## src/rtl/clock_pkg.sv

```systemverilog
// Shared types and limits for the century-clock time-set sequencer.
// State encodings for SET_Y..SET_MIN line up with their field_sel codes.
package clock_pkg;

  typedef enum logic [2:0] {
    ST_RUN     = 3'd0,
    ST_SET_Y   = 3'd1,
    ST_SET_MON = 3'd2,
    ST_SET_D   = 3'd3,
    ST_SET_H   = 3'd4,
    ST_SET_MIN = 3'd5,
    ST_COMMIT  = 3'd6
  } state_t;

  localparam logic [2:0] FS_RUN = 3'd0;
  localparam logic [2:0] FS_Y   = 3'd1;
  localparam logic [2:0] FS_MON = 3'd2;
  localparam logic [2:0] FS_D   = 3'd3;
  localparam logic [2:0] FS_H   = 3'd4;
  localparam logic [2:0] FS_MIN = 3'd5;

  localparam logic [6:0] MAX_Y   = 7'd99;
  localparam logic [3:0] MAX_MON = 4'd12;
  localparam logic [4:0] MAX_H   = 5'd23;
  localparam logic [5:0] MAX_MIN = 6'd59;

  function automatic logic is_set(input state_t s);
    return (s == ST_SET_Y) || (s == ST_SET_MON) || (s == ST_SET_D) ||
           (s == ST_SET_H) || (s == ST_SET_MIN);
  endfunction

  function automatic logic [2:0] field_code(input state_t s);
    case (s)
      ST_SET_Y:   return FS_Y;
      ST_SET_MON: return FS_MON;
      ST_SET_D:   return FS_D;
      ST_SET_H:   return FS_H;
      ST_SET_MIN: return FS_MIN;
      default:    return FS_RUN;
    endcase
  endfunction

endpackage

```

## src/rtl/days_in_month.sv

```systemverilog
// Month length lookup; leap year whenever the two low year bits are zero.
// Purely combinational, so it can also serve the day counter's month-end check.
module days_in_month (
  input  logic [3:0] mon,
  input  logic [6:0] y,
  output logic [4:0] dim
);

  always_comb begin
    dim = 5'd31;
    case (mon)
      4'd4, 4'd6, 4'd9, 4'd11: dim = 5'd30;
      4'd2:                    dim = (y[1:0] == 2'b00) ? 5'd29 : 5'd28;
      default:                 dim = 5'd31;
    endcase
  end

endmodule

```

## src/rtl/clock_set_ctrl.sv

```systemverilog
// Time-set sequencer: freezes the counter chain, edits Y/MON/D/H/MIN, then loads them.
// All outputs registered; button pulses take effect on the following cycle.
module clock_set_ctrl
  import clock_pkg::*;
#(
  parameter int unsigned BLINK_DIV = 25_000_000,
  parameter logic [15:0] TIMEOUT   = 16'hFFFF
) (
  input  logic       clk,
  input  logic       rst,
  input  logic       btn_mode,
  input  logic       btn_inc,
  input  logic       btn_dec,
  input  logic [6:0] cur_y,
  input  logic [3:0] cur_mon,
  input  logic [4:0] cur_d,
  input  logic [4:0] cur_h,
  input  logic [5:0] cur_min,
  output logic       run_en,
  output logic       load,
  output logic [6:0] ld_y,
  output logic [3:0] ld_mon,
  output logic [4:0] ld_d,
  output logic [4:0] ld_h,
  output logic [5:0] ld_min,
  output logic [2:0] field_sel,
  output logic       blink
);

  localparam int BW = (BLINK_DIV > 1) ? $clog2(BLINK_DIV) : 1;
  localparam logic [BW-1:0] BLINK_LAST = BW'(BLINK_DIV - 1);

  state_t          state_q, state_d;
  logic [15:0]     tmo_q, tmo_d;
  logic [BW-1:0]   bcnt_q, bcnt_d;
  logic            blink_d;
  logic [6:0]      y_d;
  logic [3:0]      mon_d;
  logic [4:0]      d_d, h_d;
  logic [5:0]      min_d;
  logic [4:0]      dim;
  logic            any_btn, step_up, step_dn;

  // ld_* are the edit registers themselves
  days_in_month u_dim (.mon(ld_mon), .y(ld_y), .dim(dim));

  assign any_btn = btn_mode | btn_inc | btn_dec;
  assign step_up = !btn_mode &&  btn_inc && !btn_dec;
  assign step_dn = !btn_mode && !btn_inc &&  btn_dec;

  always_comb begin
    state_d = state_q;
    y_d     = ld_y;
    mon_d   = ld_mon;
    d_d     = ld_d;
    h_d     = ld_h;
    min_d   = ld_min;

    case (state_q)
      ST_RUN: if (btn_mode) begin
        state_d = ST_SET_Y;
        y_d     = cur_y;
        mon_d   = cur_mon;
        d_d     = cur_d;
        h_d     = cur_h;
        min_d   = cur_min;
      end
      ST_SET_Y: begin
        if (btn_mode) state_d = ST_SET_MON;
        else if (step_up) y_d = (ld_y >= MAX_Y) ? 7'd0 : ld_y + 7'd1;
        else if (step_dn) y_d = (ld_y == 7'd0) ? MAX_Y : ld_y - 7'd1;
      end
      ST_SET_MON: begin
        if (btn_mode) begin
          state_d = ST_SET_D;
          d_d     = (ld_d > dim) ? dim : ld_d;
        end
        else if (step_up) mon_d = (ld_mon >= MAX_MON) ? 4'd1 : ld_mon + 4'd1;
        else if (step_dn) mon_d = (ld_mon <= 4'd1) ? MAX_MON : ld_mon - 4'd1;
      end
      ST_SET_D: begin
        if (btn_mode) state_d = ST_SET_H;
        else if (step_up) d_d = (ld_d >= dim) ? 5'd1 : ld_d + 5'd1;
        else if (step_dn) d_d = (ld_d <= 5'd1) ? dim : ld_d - 5'd1;
      end
      ST_SET_H: begin
        if (btn_mode) state_d = ST_SET_MIN;
        else if (step_up) h_d = (ld_h >= MAX_H) ? 5'd0 : ld_h + 5'd1;
        else if (step_dn) h_d = (ld_h == 5'd0) ? MAX_H : ld_h - 5'd1;
      end
      ST_SET_MIN: begin
        if (btn_mode) state_d = ST_COMMIT;
        else if (step_up) min_d = (ld_min >= MAX_MIN) ? 6'd0 : ld_min + 6'd1;
        else if (step_dn) min_d = (ld_min == 6'd0) ? MAX_MIN : ld_min - 6'd1;
      end
      default: state_d = ST_RUN;
    endcase

    // Idle abort: edits are dropped, counters keep running on their own values
    if (is_set(state_q) && !any_btn && (tmo_q == TIMEOUT - 16'd1))
      state_d = ST_RUN;

    tmo_d = (!is_set(state_q) || any_btn || (state_d != state_q)) ? 16'd0 : tmo_q + 16'd1;

    blink_d = blink;
    bcnt_d  = bcnt_q + 1'b1;
    if (!is_set(state_q) || (state_d != state_q)) begin
      bcnt_d  = '0;
      blink_d = 1'b0;
    end else if (bcnt_q == BLINK_LAST) begin
      bcnt_d  = '0;
      blink_d = ~blink;
    end
  end

  always_ff @(posedge clk) begin
    if (rst) begin
      state_q   <= ST_RUN;
      tmo_q     <= '0;
      bcnt_q    <= '0;
      blink     <= 1'b0;
      run_en    <= 1'b1;
      load      <= 1'b0;
      field_sel <= FS_RUN;
      ld_y      <= 7'd0;
      ld_mon    <= 4'd1;
      ld_d      <= 5'd1;
      ld_h      <= 5'd0;
      ld_min    <= 6'd0;
    end else begin
      state_q   <= state_d;
      tmo_q     <= tmo_d;
      bcnt_q    <= bcnt_d;
      blink     <= blink_d;
      run_en    <= (state_d == ST_RUN);
      load      <= (state_d == ST_COMMIT);
      field_sel <= field_code(state_d);
      ld_y      <= y_d;
      ld_mon    <= mon_d;
      ld_d      <= d_d;
      ld_h      <= h_d;
      ld_min    <= min_d;
    end
  end

endmodule

```

## config.mk

```make
export PLATFORM = sky130hd
export DESIGN_NAME = clock_set_ctrl
export DESIGN_NICKNAME = d
export VERILOG_FILES = /design/src/rtl/clock_pkg.sv /design/src/rtl/days_in_month.sv /design/src/rtl/clock_set_ctrl.sv
export SDC_FILE = /design/constraint.sdc
export NUM_CORES = 1
export LEC_CHECK = 0
export ABC_AREA = 1
export CORE_MARGIN = 3
export CORE_UTILIZATION = 60
export CTS_CLUSTER_DIAMETER = 80
export CTS_CLUSTER_SIZE = 40
export DETAILED_ROUTE_END_ITERATION = 7
export PLACE_DENSITY = 0.85
export SETUP_SLACK_MARGIN = 0.02
export SLEW_MARGIN = 40
export SYNTH_ARGS = -nofsm -noshare
export SYNTH_HDL_FRONTEND = slang
export SYNTH_SLANG_ARGS = --single-unit
export TNS_END_PERCENT = 100
```

## constraint.sdc

```tcl
create_clock -name clk -period 6.19 [get_ports clk]
set_clock_uncertainty 0.05 [all_clocks]
set_input_delay 1.238 -clock clk [delete_from_list [all_inputs] [get_ports clk]]
set_output_delay 1.238 -clock clk [all_outputs]
set_load 0.005 [all_outputs]
```

# Word-level counts from Yosys, hierarchy flattened
# Index checks and enable logic that the tools add are counted.
# totals
reg_bits	77
output_inout_bits	33
elab_cells	153
# classes
add_sub_neg	12
magnitude_cmp	8
eq_ne	32
muxes	48
bitwise_logic	3
n_reduce_logical	38
# op_table
cell	n
$mux 5	14
$mux 7	6
$mux 6	6
$add 25x1->25 const B	1
$eq 25x25->1 const B	1
$mux 4	6
$mux 3	7
$pmux 5 s2	2
$pmux 3 s6	1
$add 16x1->16 const B	1
$eq 16x16->1 const B	1
$ne 2x2->1 const B	8
$reduce_and 4->1	4
$eq 3x3->1 const B	5
$ne 3x3->1 const B	5
$pmux 3 s5	1
$pmux 5 s3	1
$pmux 7 s2	1
$eq 3x2->1 const B	4
$pmux 6 s2	1
$add 5x1->5 const B	2
$sub 5x1->5 const B	2
$eq 4x3->1 const B	2
$eq 4x4->1 const B	2
35 further kinds	57

# Depth between registers and ports, before layout
# Gate-level depths: netlist of run 1.
# logic_depth
ltp_word	11
depth_mapped	17

# By module
# A second synthesis of run 1 with hierarchy kept.
# unflattened
hier_cells	839
area_unflattened_um2	5356.4
# by_module_without_submodules
mod	instances	cells_per_inst	area_each_um2
clock_set_ctrl	1	822	5276.3
days_in_month	1	17	80.1

# Least setup slack after synthesis of run 1
# No wires, ideal clock.
# synth_path
path_type	input to register
start	input rst
end	register bcnt_q[4]
arrival_time_ns	2.294
required_ns	6.078
path_slack_ns	3.784
cell_stages	7
cell_sequence	clkbuf_1 inv_1 nand4_1 a21oi_4 nand4_4 buf_6 nor2_2
# synth_via
elab_chain_len	1
# synth_rtl
element	line	source
from (decl)	clock_set_ctrl.sv:10	input logic rst,
$reduce_or 3->1 (no line)	--	
to (signal assigned)	clock_set_ctrl.sv:133	bcnt_q <= bcnt_d;
to (decl)	clock_set_ctrl.sv:35	logic [BW-1:0] bcnt_q, bcnt_d;
# No other way between the ends.
# A chain may end at the register's enable or synchronous reset.

# Final worst setup path of run 1
# layout_path
start	input btn_mode
end	register ld_y[3]
# layout_via
elab_chain_len	6
# layout_rtl
element	line	source
from (decl)	clock_set_ctrl.sv:11	input logic btn_mode,
$logic_not 1->1	clock_set_ctrl.sv:48, clock_set_ctrl.sv:49	
$logic_and 1x1->1 (2 in series)	clock_set_ctrl.sv:48	assign step_up = !btn_mode && btn_inc && !btn_dec;
$mux 7	clock_set_ctrl.sv:70	else if (step_up) y_d = (ld_y >= MAX_Y) ? 7'd0 : ld_y + 7'd1;
$mux 7	clock_set_ctrl.sv:69	if (btn_mode) state_d = ST_SET_MON;
$pmux 7 s2	clock_set_ctrl.sv:59	case (state_q)
to (signal assigned)	clock_set_ctrl.sv:138	ld_y <= y_d;
to (decl)	clock_set_ctrl.sv:21	output logic [6:0] ld_y,
# Several ways; a longest one is shown, not always the timed one. The select of a mux whose other input is x is not followed.

==> impl_results.md, run 1 <==
- Run status: complete, no violations
- DIE AREA: 9780 µm²
- Setup_tns: 0 ns
- Num CTS Buffers: 9
- Cells after Synth: 771
- Slew @ Worst Pin: 0.562 ns
- Num rows: 33
- H-tree depth: 3
- Area Overhead vs Synth: 16.6%
- DP Wirelength: 9700 µm
- Netlist cell types: 37
- Metal2 WL: 6110 µm
- Power Dens Cells: 211 nW/µm²
- Post-Place Cell Area: 5840 µm²
- Clk pin slew, worst setup/hold paths: 0.09 ns
- 1st-pass router iterations: 5
- Largest net degree at the start of global routing: 26
- Min-delay src: tmo_q[0]$_SDFF_PP0_
- Worst Hold Class: reg -> reg
- Total GRT Usage: 0.268
- Async SR Flop Fraction: 0
- Flops & latches, synth: 77
- Worst-path fanout max: 24
- RSZ-0062 raised after global routing: no
- TritonCTS Sinks: 77
- Hold Violations, Final: 0
- PortBufs: 64
- Met3 wire length: 800 µm
- Die Height: 98.9 µm
- Post-Route WL: 12,900 µm
- Hold-fix buffers, CTS: 0
- Peak supply drop: 0.114 mV
- Detailed-route wire length per cell: 13.7 µm
- Vias: 5,131
- Synth warn: 0
- Synth Net Count: 823
- Initial DRC Count: 367
- Initial antenna violation count: 0
- Final GP Congestion: 0.934
- Total grt overflow: 0
- Core box area: 8300 µm²
- R2R Setup Slk: 3.58 ns
- Post-route ant nets: 0
- Static Leak: 2.38 nW
- Max-slew violation count: 0
- DIE WIDTH: 98.9 µm
- # fillers: 681
- Tmin final: 3.44 ns
- Top FF cell, synth: dfxtp_1
- CTS tree: yes
- # setup viols final: 0
- Total Power: 1.28 mW
- Most frequent cells in the layout: nand2_1, inv_1, nor2_1
- Final period utilization: 0.556
- First-pass GRT wire length: 22,200 µm
- Commonest non-fill, non-tap cell in the layout: nand2_1
- Sequential cell area: 1540 µm²
- Worst EP required: 6.42 ns
- Multi-input logic area: 3140 µm²
- Starting Density: 0.624
- Max cap viols: 0
- Relative slew slack: 0.625
- M1 WL: 5770 µm
- Worst r2r src: ld_mon[0]$_SDFFE_PP1P_
- Hold path endpoint: tmo_q[0]$_SDFF_PP0_
- Fin area: 6040 µm²
- Root buf cell: clkbuf_8
- Number of global-route vias before repair: 4,857
- Worst R2R End: ld_d[1]$_SDFFE_PP0P_
- Syn Std Cell Area: 5180 µm²
- Clock tree buffer depth: 2
- DRC: 0
- Vias per std cell: 5.46
- Worst path arrival time: 3.67 ns
- # diodes: 0
- Number of enable flip-flop cells after synthesis: 0
- CP Capture Type: flop
- Layout cells sized above 1: 0.0875
- Syn_area_per_cell: 6.72 µm²
- Kind of critical path: in -> reg
- FF-to-FF path depth: 15
- Hold Path Depth: 1
- Worst-Skew Late Latency: 0.35 ns
- Top sig layer: met4
- Post-CTS setup buffer count: 0
- Startpoint Class: input pin
- Resize count post-CTS: 0
- Ports: 65
- Max Freq: 290 MHz
- Sequential area share after synthesis: 0.298
- Nets: 881
report_power, final:
group          switching (mW)  internal, mW
combinational           0.181         0.139
sequential             0.0412         0.519
clock                   0.202         0.193
through the flow:
stage | hold slack, ns | utilization | std cells | setup WS (ns)
after detailed placement | 0.420 | 0.704 | 923 | 2.16
after CTS | 0.448 | 0.729 | 939 | 2.51
after global placement | 0.405 | 0.704 | 923 | 2.38
after global routing | 0.465 | 0.728 | 939 | 2.58
final | 0.443 | 0.728 | 939 | 2.75
after floorplan | 0.391 | - | 771 | 3.78
routing by layer:
layer,global-route usage,vias up
met4,0.0861,0
li1,-,2595
met2,0.438,182
met5,0,-
met3,0.0481,20
met1,0.360,2334
registers in the layout, indices dropped and copies added, names as in the netlist:
signal,cells
run_en,1
field_sel,3
load,1
ld_y,7
blink,1
tmo_q,16
bcnt_q,25
ld_min,6
ld_mon,4
ld_h,5
ld_d,5
state_q,3
worst max-delay path: stages:
cell and delay (ns):
clkdlybuf4s50_1 0.56, inv_2 0.18, nand3_2 0.41, inv_1 0.55, nand2_1 0.26, nor2_1 0.15
nor2_1 0.05, o21ai_0 0.09, nand2_1 0.07, a21oi_1 0.11
layout make-up:
cell class	instances	share of cell area
clock inverter	7	0.0135
tap	105	0.0217
timing repair buffer	64	0.105
inverter	103	0.0648
clock buffer	9	0.0205
sequential	77	0.255
multi-input combinational	574	0.519
cells by family (layout without fill, tap and decap cells):
logic type                 Yosys count  in the layout  share of synthesized area
and+or+nand+nor                    384            384                      0.343
adders and majority gates           20             20                     0.0483
buffers and inverters              120            183                     0.0969
xor gates and xnor gates            54             54                     0.0913
DFF                                 77             77                      0.298
AOI/OAI and AO/OA                  116            116                      0.123
synthesized netlist by cell type, types with 3 or more instances:
cell        n  area share
inv_1      99       0.072
dfxtp_1    77        0.30
nand2_2     6      0.0072
a22oi_1     3      0.0043
nor2_1     94       0.068
nand4_1    12       0.014
ha_1       20       0.048
a21oi_1    52       0.050
xor2_1     32       0.054
o211ai_1    3      0.0043
nor2_2     33       0.040
o21a_1      4      0.0058
nor3_1     17       0.016
nand3b_1    3      0.0043
nand3_1    68       0.066
nand2_1   138        0.10
o21ai_0    45       0.043
buf_6       6       0.013
or2_2       5      0.0060
xnor2_1    22       0.037
clkbuf_1   10      0.0072
worst max path at each step:
stage	start	endpoint	slack (ns)
floorplan	rst	bcnt_q[4]$_SDFF_PP0_	3.78
global placement	rst	bcnt_q[2]$_SDFF_PP0_	2.38
detailed placement	rst	bcnt_q[15]$_SDFF_PP0_	2.16
CTS	rst	bcnt_q[15]$_SDFF_PP0_	2.51
global route	btn_mode	ld_y[6]$_SDFFE_PP0P_	2.58
finish	btn_mode	ld_y[3]$_SDFFE_PP0P_	2.75
Note: power is estimated with default switching activity, not from simulation.
==> inputs of run 2 (changes only) <==
- CORE_UTILIZATION: 60 -> 51
- PLACE_DENSITY: 0.85 -> 0.77
- clock period: 6.19 -> 3.15 ns (I/O delays scaled with it)
==> impl_results.md, run 2 (synthesis gave the netlist of run 1 again) <==
- Hold Violations, Final: 0 (unchanged)
- Total Power: 2.43 mW (+90%)
- Switching power share of the total: 0.343 (+0.0109)
- Hold-fix buffers, CTS: 0 (unchanged)
- Max reg flops: 25 (unchanged)
- Starting Density: 0.528 (-0.0966)
- CP max-delay cell: dfxtp_1
- Max-slew violation count: 0 (unchanged)
- Detailed-route wire length per cell: 13.1 µm (-4.8%)
- Vias per std cell: 5.19 (-5.0%)
- Commonest non-fill, non-tap cell in the layout: nand2_1
- CP Cell Sequence: inv_1 > ha_1 > o21ai_0 > o211ai_1 > inv_1 > ha_1 > inv_1 > a21oi_1 > nor2_1 > nand2_1 > nand2_1 > nand3_1 > inv_1 > o21ai_0 > a21oi_1
- Clk pwr share: 0.288 (-0.022)
- Die Height: 107 µm (+8.0%)
- Largest Register: bcnt_q
- First-pass GRT wire length: 22,200 µm (+0.37%)
- Slew @ Worst Pin: 0.573 ns (+0.0107 ns)
- Layout cells sized above 1: 0.0918 (+0.00425)
- CTS tree: yes
- Max cap viols: 0 (unchanged)
- H-tree depth: 3 (unchanged)
- Startpoint Class: flop
- Setup_tns: 0 ns (unchanged)
- Largest net degree at the start of global routing: 26 (unchanged)
- Worst Hold Class: reg -> reg
- PortBufs: 64 (unchanged)
- Total grt overflow: 0 (unchanged)
- DP Wirelength: 9720 µm (+0.26%)
- Run status: complete, no violations
- Combinational power share: 0.258 (+0.007)
- Num rows: 36 (+9.1%)
- Core box area: 9820 µm² (+18%)
- Flop pwr share: 0.454 (+0.015)
- Vias: 5,045 (-1.7%)
- Final period utilization: 0.821
- Root buf cell: clkbuf_8
- Post-route ant nets: 0 (unchanged)
- Worst-path fanout max: 7 (-71%)
- Static Leak: 2.38 nW (+0.21%)
- Total GRT Usage: 0.232 (-0.0362)
- Area Overhead vs Synth: 17.7%
- Most frequent cells in the layout: nand2_1, inv_1, nor2_1
- Peak supply drop: 0.196 mV (+72%)
- TritonCTS Sinks: 77 (unchanged)
- Worst-Skew Late Latency: 0.34 ns (about the same)
- Num CTS Buffers: 9 (unchanged)
- Kind of critical path: reg -> reg
- DIE WIDTH: 107 µm (+8.0%)
- Worst EP required: 3.32 ns (-3.10 ns)
- CP bufs+invs: 4 (+1)
- Met3 usage: 0.0301 (-0.0180)
- GRT busiest layer: met2
- Largest stage delay, worst path: 0.46 ns (-0.10 ns)
- Ports: 65 (unchanged)
- RSZ-0062 raised after global routing: no
- GRT met2 Usage: 0.375 (-0.0630)
- Met1 global-route usage: 0.329 (-0.0310)
- Power Dens Cells: 398 nW/µm² (+89%)
- Nets: 886 (+0.57%)
- Clk pin slew, worst setup/hold paths: 0.09 ns (about the same)
- # setup viols final: 0 (unchanged)
- Resize count post-CTS: 0 (unchanged)
- Initial antenna violation count: 0 (unchanged)
- DRC: 0 (unchanged)
- # diodes: 0 (unchanged)
- Number of global-route vias before repair: 4,728 (-2.7%)
- Worst path most repeated cell: inv_1
- Pint: 1.59 mW (+87%)
- Relative slew slack: 0.618 (-0.00712)
- DIE AREA: 11,400 µm² (+17%)
- 1st-pass router iterations: 5 (unchanged)
- Final GP Congestion: 0.924 (-1.1%)
- CP Capture Type: flop
- Largest registers: bcnt_q: 25 flops, tmo_q: 16 flops, ld_y: 7 flops
- Post-Route WL: 12,700 µm (-1.4%)
- Max Freq: 387 MHz
- Clock tree buffer depth: 2 (unchanged)
- Worst path arrival time: 2.76 ns (-0.91 ns)
- CP delay by family, top: compound AO/OA/AOI/OAI gates
- Switch Pwr: 0.833 mW (+97%)
- Initial DRC Count: 403 (+9.8%)
- Tmin final: 2.59 ns
- Post-CTS setup buffer count: 0 (unchanged)
==> run 2: routing by layer <==
layer	part of all wire	vias to the layer above	wire length, µm
met4	0.010	0	127
met3	0.047	13	601
met2	0.46	126	5790
met5	0	-	0
met1	0.49	2299	6170
li1	-	2607	-
==> run 2: cell type report <==
| type | instances | area [µm²] |
|---|---|---|
| Tap cell | 133 | 166 |
| Clock inverter | 7 | 57.6 |
| Sequential cell | 77 | 1540 |
| Inverter | 103 | 392 |
| Multi-Input combinational cell | 574 | 3140 |
| Clock buffer | 9 | 124 |
| Fill cell | 916 | 3720 |
| Timing Repair Buffer | 69 | 678 |
==> run 2: power groups by stage <==
stage	logic [mW]	clock network [mW]	registers, mW
after floorplan	0.423	0	1.09
after global placement	0.607	0	1.12
after detailed placement	0.618	0	1.12
after CTS	0.622	0.716	1.10
after global routing	0.704	0.763	1.11
final	0.627	0.699	1.10
==> run 2: through the flow <==
step                setup WS, ns  instances  cell area, µm²  hold slack, ns  utilization
finish                     0.563        972            6100           0.434        0.621
global route               0.304        972            6100           0.470        0.621
CTS                        0.566        972            6100           0.438        0.621
detailed placement         0.440        956            5910           0.417        0.602
global placement           0.552        956            5910           0.410        0.602
floorplan                   1.01        771            5180           0.391            -
==> run 2: path summary, 6_finish.rpt <==
| check | start | end | slack, ns | depth (start not counted) |
|---|---|---|---|---|
| worst max register to register | ld_mon[0]$_SDFFE_PP1P_ | ld_d[4]$_SDFFE_PP0P_ | 0.56 | 15 |
| worst min-delay path | tmo_q[0]$_SDFF_PP0_ | tmo_q[0]$_SDFF_PP0_ | 0.43 | 1 |
| worst max-delay path | ld_mon[0]$_SDFFE_PP1P_ | ld_d[4]$_SDFFE_PP0P_ | 0.56 | 15 |
| worst min register to register | tmo_q[0]$_SDFF_PP0_ | tmo_q[0]$_SDFF_PP0_ | 0.43 | 1 |
==> inputs of run 3 (changes only) <==
- clock period: 3.15 -> 2.2 ns (I/O delays scaled with it)
==> impl_results.md, run 3 (synthesis gave the netlist of run 1 again) <==
- Clock tree buffer depth: 2 (unchanged)
- Number of global-route vias before repair: 4,879 (+3.2%)
- 1st-pass router iterations: 6 (+1)
- Nets: 925 (+4.4%)
- Hold Violations, Final: 0 (unchanged)
- Worst Slack Setup Final: 0.0134 ns (-0.550 ns)
- RSZ-0062 raised after global routing: yes
- Final period utilization: 0.994 (+0.173)
- # fillers: 895 (-2.3%)
- Largest registers: bcnt_q: 25 flops, tmo_q: 16 flops, ld_y: 7 flops
- Fin area: 6600 µm² (+8.2%)
- PortBufs: 64 (unchanged)
- Total grt overflow: 0 (unchanged)
- Post-Route WL: 13,600 µm (+7.2%)
- Root buf cell: clkbuf_8
- Kind of critical path: reg -> reg
- Initial antenna violation count: 0 (unchanged)
- Hold-fix buffers, CTS: 0 (unchanged)
- CTS tree: yes
- # diodes: 0 (unchanged)
- Vias per std cell: 5.29 (+1.9%)
- Startpoint Class: flop
- Ports: 65 (unchanged)
- Clk pin slew, worst setup/hold paths: 0.08 ns (about the same)
- Run status: complete, no violations
- Relative slew slack: 0.690 (+0.0718)
- Worst EP required: 2.41 ns (-0.91 ns)
- Num rows: 36 (unchanged)
- Setup_tns: 0 ns (unchanged)
- Max-slew violation count: 0 (unchanged)
- Worst-Skew Late Latency: 0.36 ns (+0.02 ns)
- Area Overhead vs Synth: 27.4%
- Num CTS Buffers: 9 (unchanged)
- Final GP Congestion: 0.939 (+1.7%)
- DP Wirelength: 10,000 µm (+3.0%)
- Hold_ws: 0.446 ns (+0.0120 ns)
- # setup viols final: 0 (unchanged)
- Largest Register: bcnt_q
- Detailed-route wire length per cell: 13.5 µm (+3.1%)
- Post-route ant nets: 0 (unchanged)
- DIE AREA: 11,400 µm² (unchanged)
- CP Capture Type: flop
- Die Height: 107 µm (unchanged)
- Vias: 5,349 (+6.0%)
- Total Power: 3.77 mW (+55%)
- Layout cells sized above 1: 0.166 (+0.0745)
- Worst Hold Class: reg -> reg
- Worst-path fanout max: 5 (-2)
- Pre-CTS setup slack: -0.132 ns (-0.572 ns)
- Most frequent cells in the layout: nand2_1, inv_1, nor2_1
- DIE WIDTH: 107 µm (unchanged)
- DRC: 0 (unchanged)
- Total GRT Usage: 0.236 (+0.00352)
- Tmin final: 2.19 ns (-0.400 ns)
- Peak supply drop: 0.263 mV (+34%)
- Post-Place Cell Area: 6240 µm² (+5.5%)
- Slew @ Worst Pin: 0.464 ns (-0.109 ns)
- Starting Density: 0.528 (unchanged)
- Worst path arrival time: 2.39 ns (-0.37 ns)
- Largest net degree at the start of global routing: 19 (-27%)
- TritonCTS Sinks: 77 (unchanged)
- Initial DRC Count: 341 (-15%)
- Max reg flops: 25 (unchanged)
- H-tree depth: 3 (unchanged)
- Commonest non-fill, non-tap cell in the layout: nand2_1
- First-pass GRT wire length: 22,300 µm (+0.16%)
- Max Freq: 457 MHz (+18%)
- Static Leak: 2.62 nW (+9.8%)
- Power Dens Cells: 571 nW/µm² (+43%)
- Max cap viols: 0 (unchanged)
- Core box area: 9820 µm² (unchanged)
## run 3: critical path, stage by stage (launching register included)
cell,delay (ns)
dfxtp_4,0.37
inv_4,0.07
ha_4,0.14
nand2_4,0.05
o211ai_1,0.22
inv_1,0.13
ha_4,0.17
inv_2,0.05
a21oi_2,0.06
nor2_2,0.14
nand2_2,0.08
nand2_2,0.09
nand3_4,0.12
buf_4,0.17
a21oi_1,0.12
nand2_1,0.06
## run 3: area by class of cell
type                    instances  area, µm²  area share
well taps                     133        166      0.0252
inverters                     103        397      0.0601
clock buffers                  11        141      0.0214
clock inverters                 5       58.8     0.00891
flip-flops and latches         77       1550       0.236
multi-input cells             574       3250       0.493
repair buffers                108       1030       0.156
## run 3: path summary, 6_finish.rpt
path	startpoint	to	cells past startpoint	slack, ns
worst min-delay path	tmo_q[0]$_SDFF_PP0_	tmo_q[0]$_SDFF_PP0_	1	0.45
worst max-delay path	ld_mon[0]$_SDFFE_PP1P_	ld_d[0]$_SDFFE_PP1P_	15	0.01
worst max register to register	ld_mon[0]$_SDFFE_PP1P_	ld_d[0]$_SDFFE_PP1P_	15	0.01
worst min register to register	tmo_q[0]$_SDFF_PP0_	tmo_q[0]$_SDFF_PP0_	1	0.45
## run 3: through the flow
| stage | util | instances |
|---|---|---|
| after global routing | 0.672 | 1011 |
| after CTS | 0.660 | 1009 |
| final | 0.672 | 1011 |
| after detailed placement | 0.636 | 993 |
| after floorplan | - | 771 |
| after global placement | 0.636 | 993 |
## run 3: repair_timing
item | CTS | global route
setup buffers | 0 | 2
endpoints found under the setup margin | 5 | 9
pin swaps | 3 | 12
resized for setup | 13 | 34
## run 3: routing by layer
layer	global-route usage	vias to the layer above	part of all wire
met3	0.0361	24	0.066
met2	0.388	214	0.47
met1	0.316	2437	0.45
met5	0	-	0
li1	-	2674	-
met4	0.0813	0	0.018
## run 3: power breakdown
| part | leakage (nW) | internal (mW) | switching, mW |
|---|---|---|---|
| sequential | 0.629 | 1.46 | 0.104 |
| clock | 0.0959 | 0.558 | 0.542 |
| combinational | 1.89 | 0.515 | 0.588 |
| total | 2.62 | 2.53 | 1.23 |
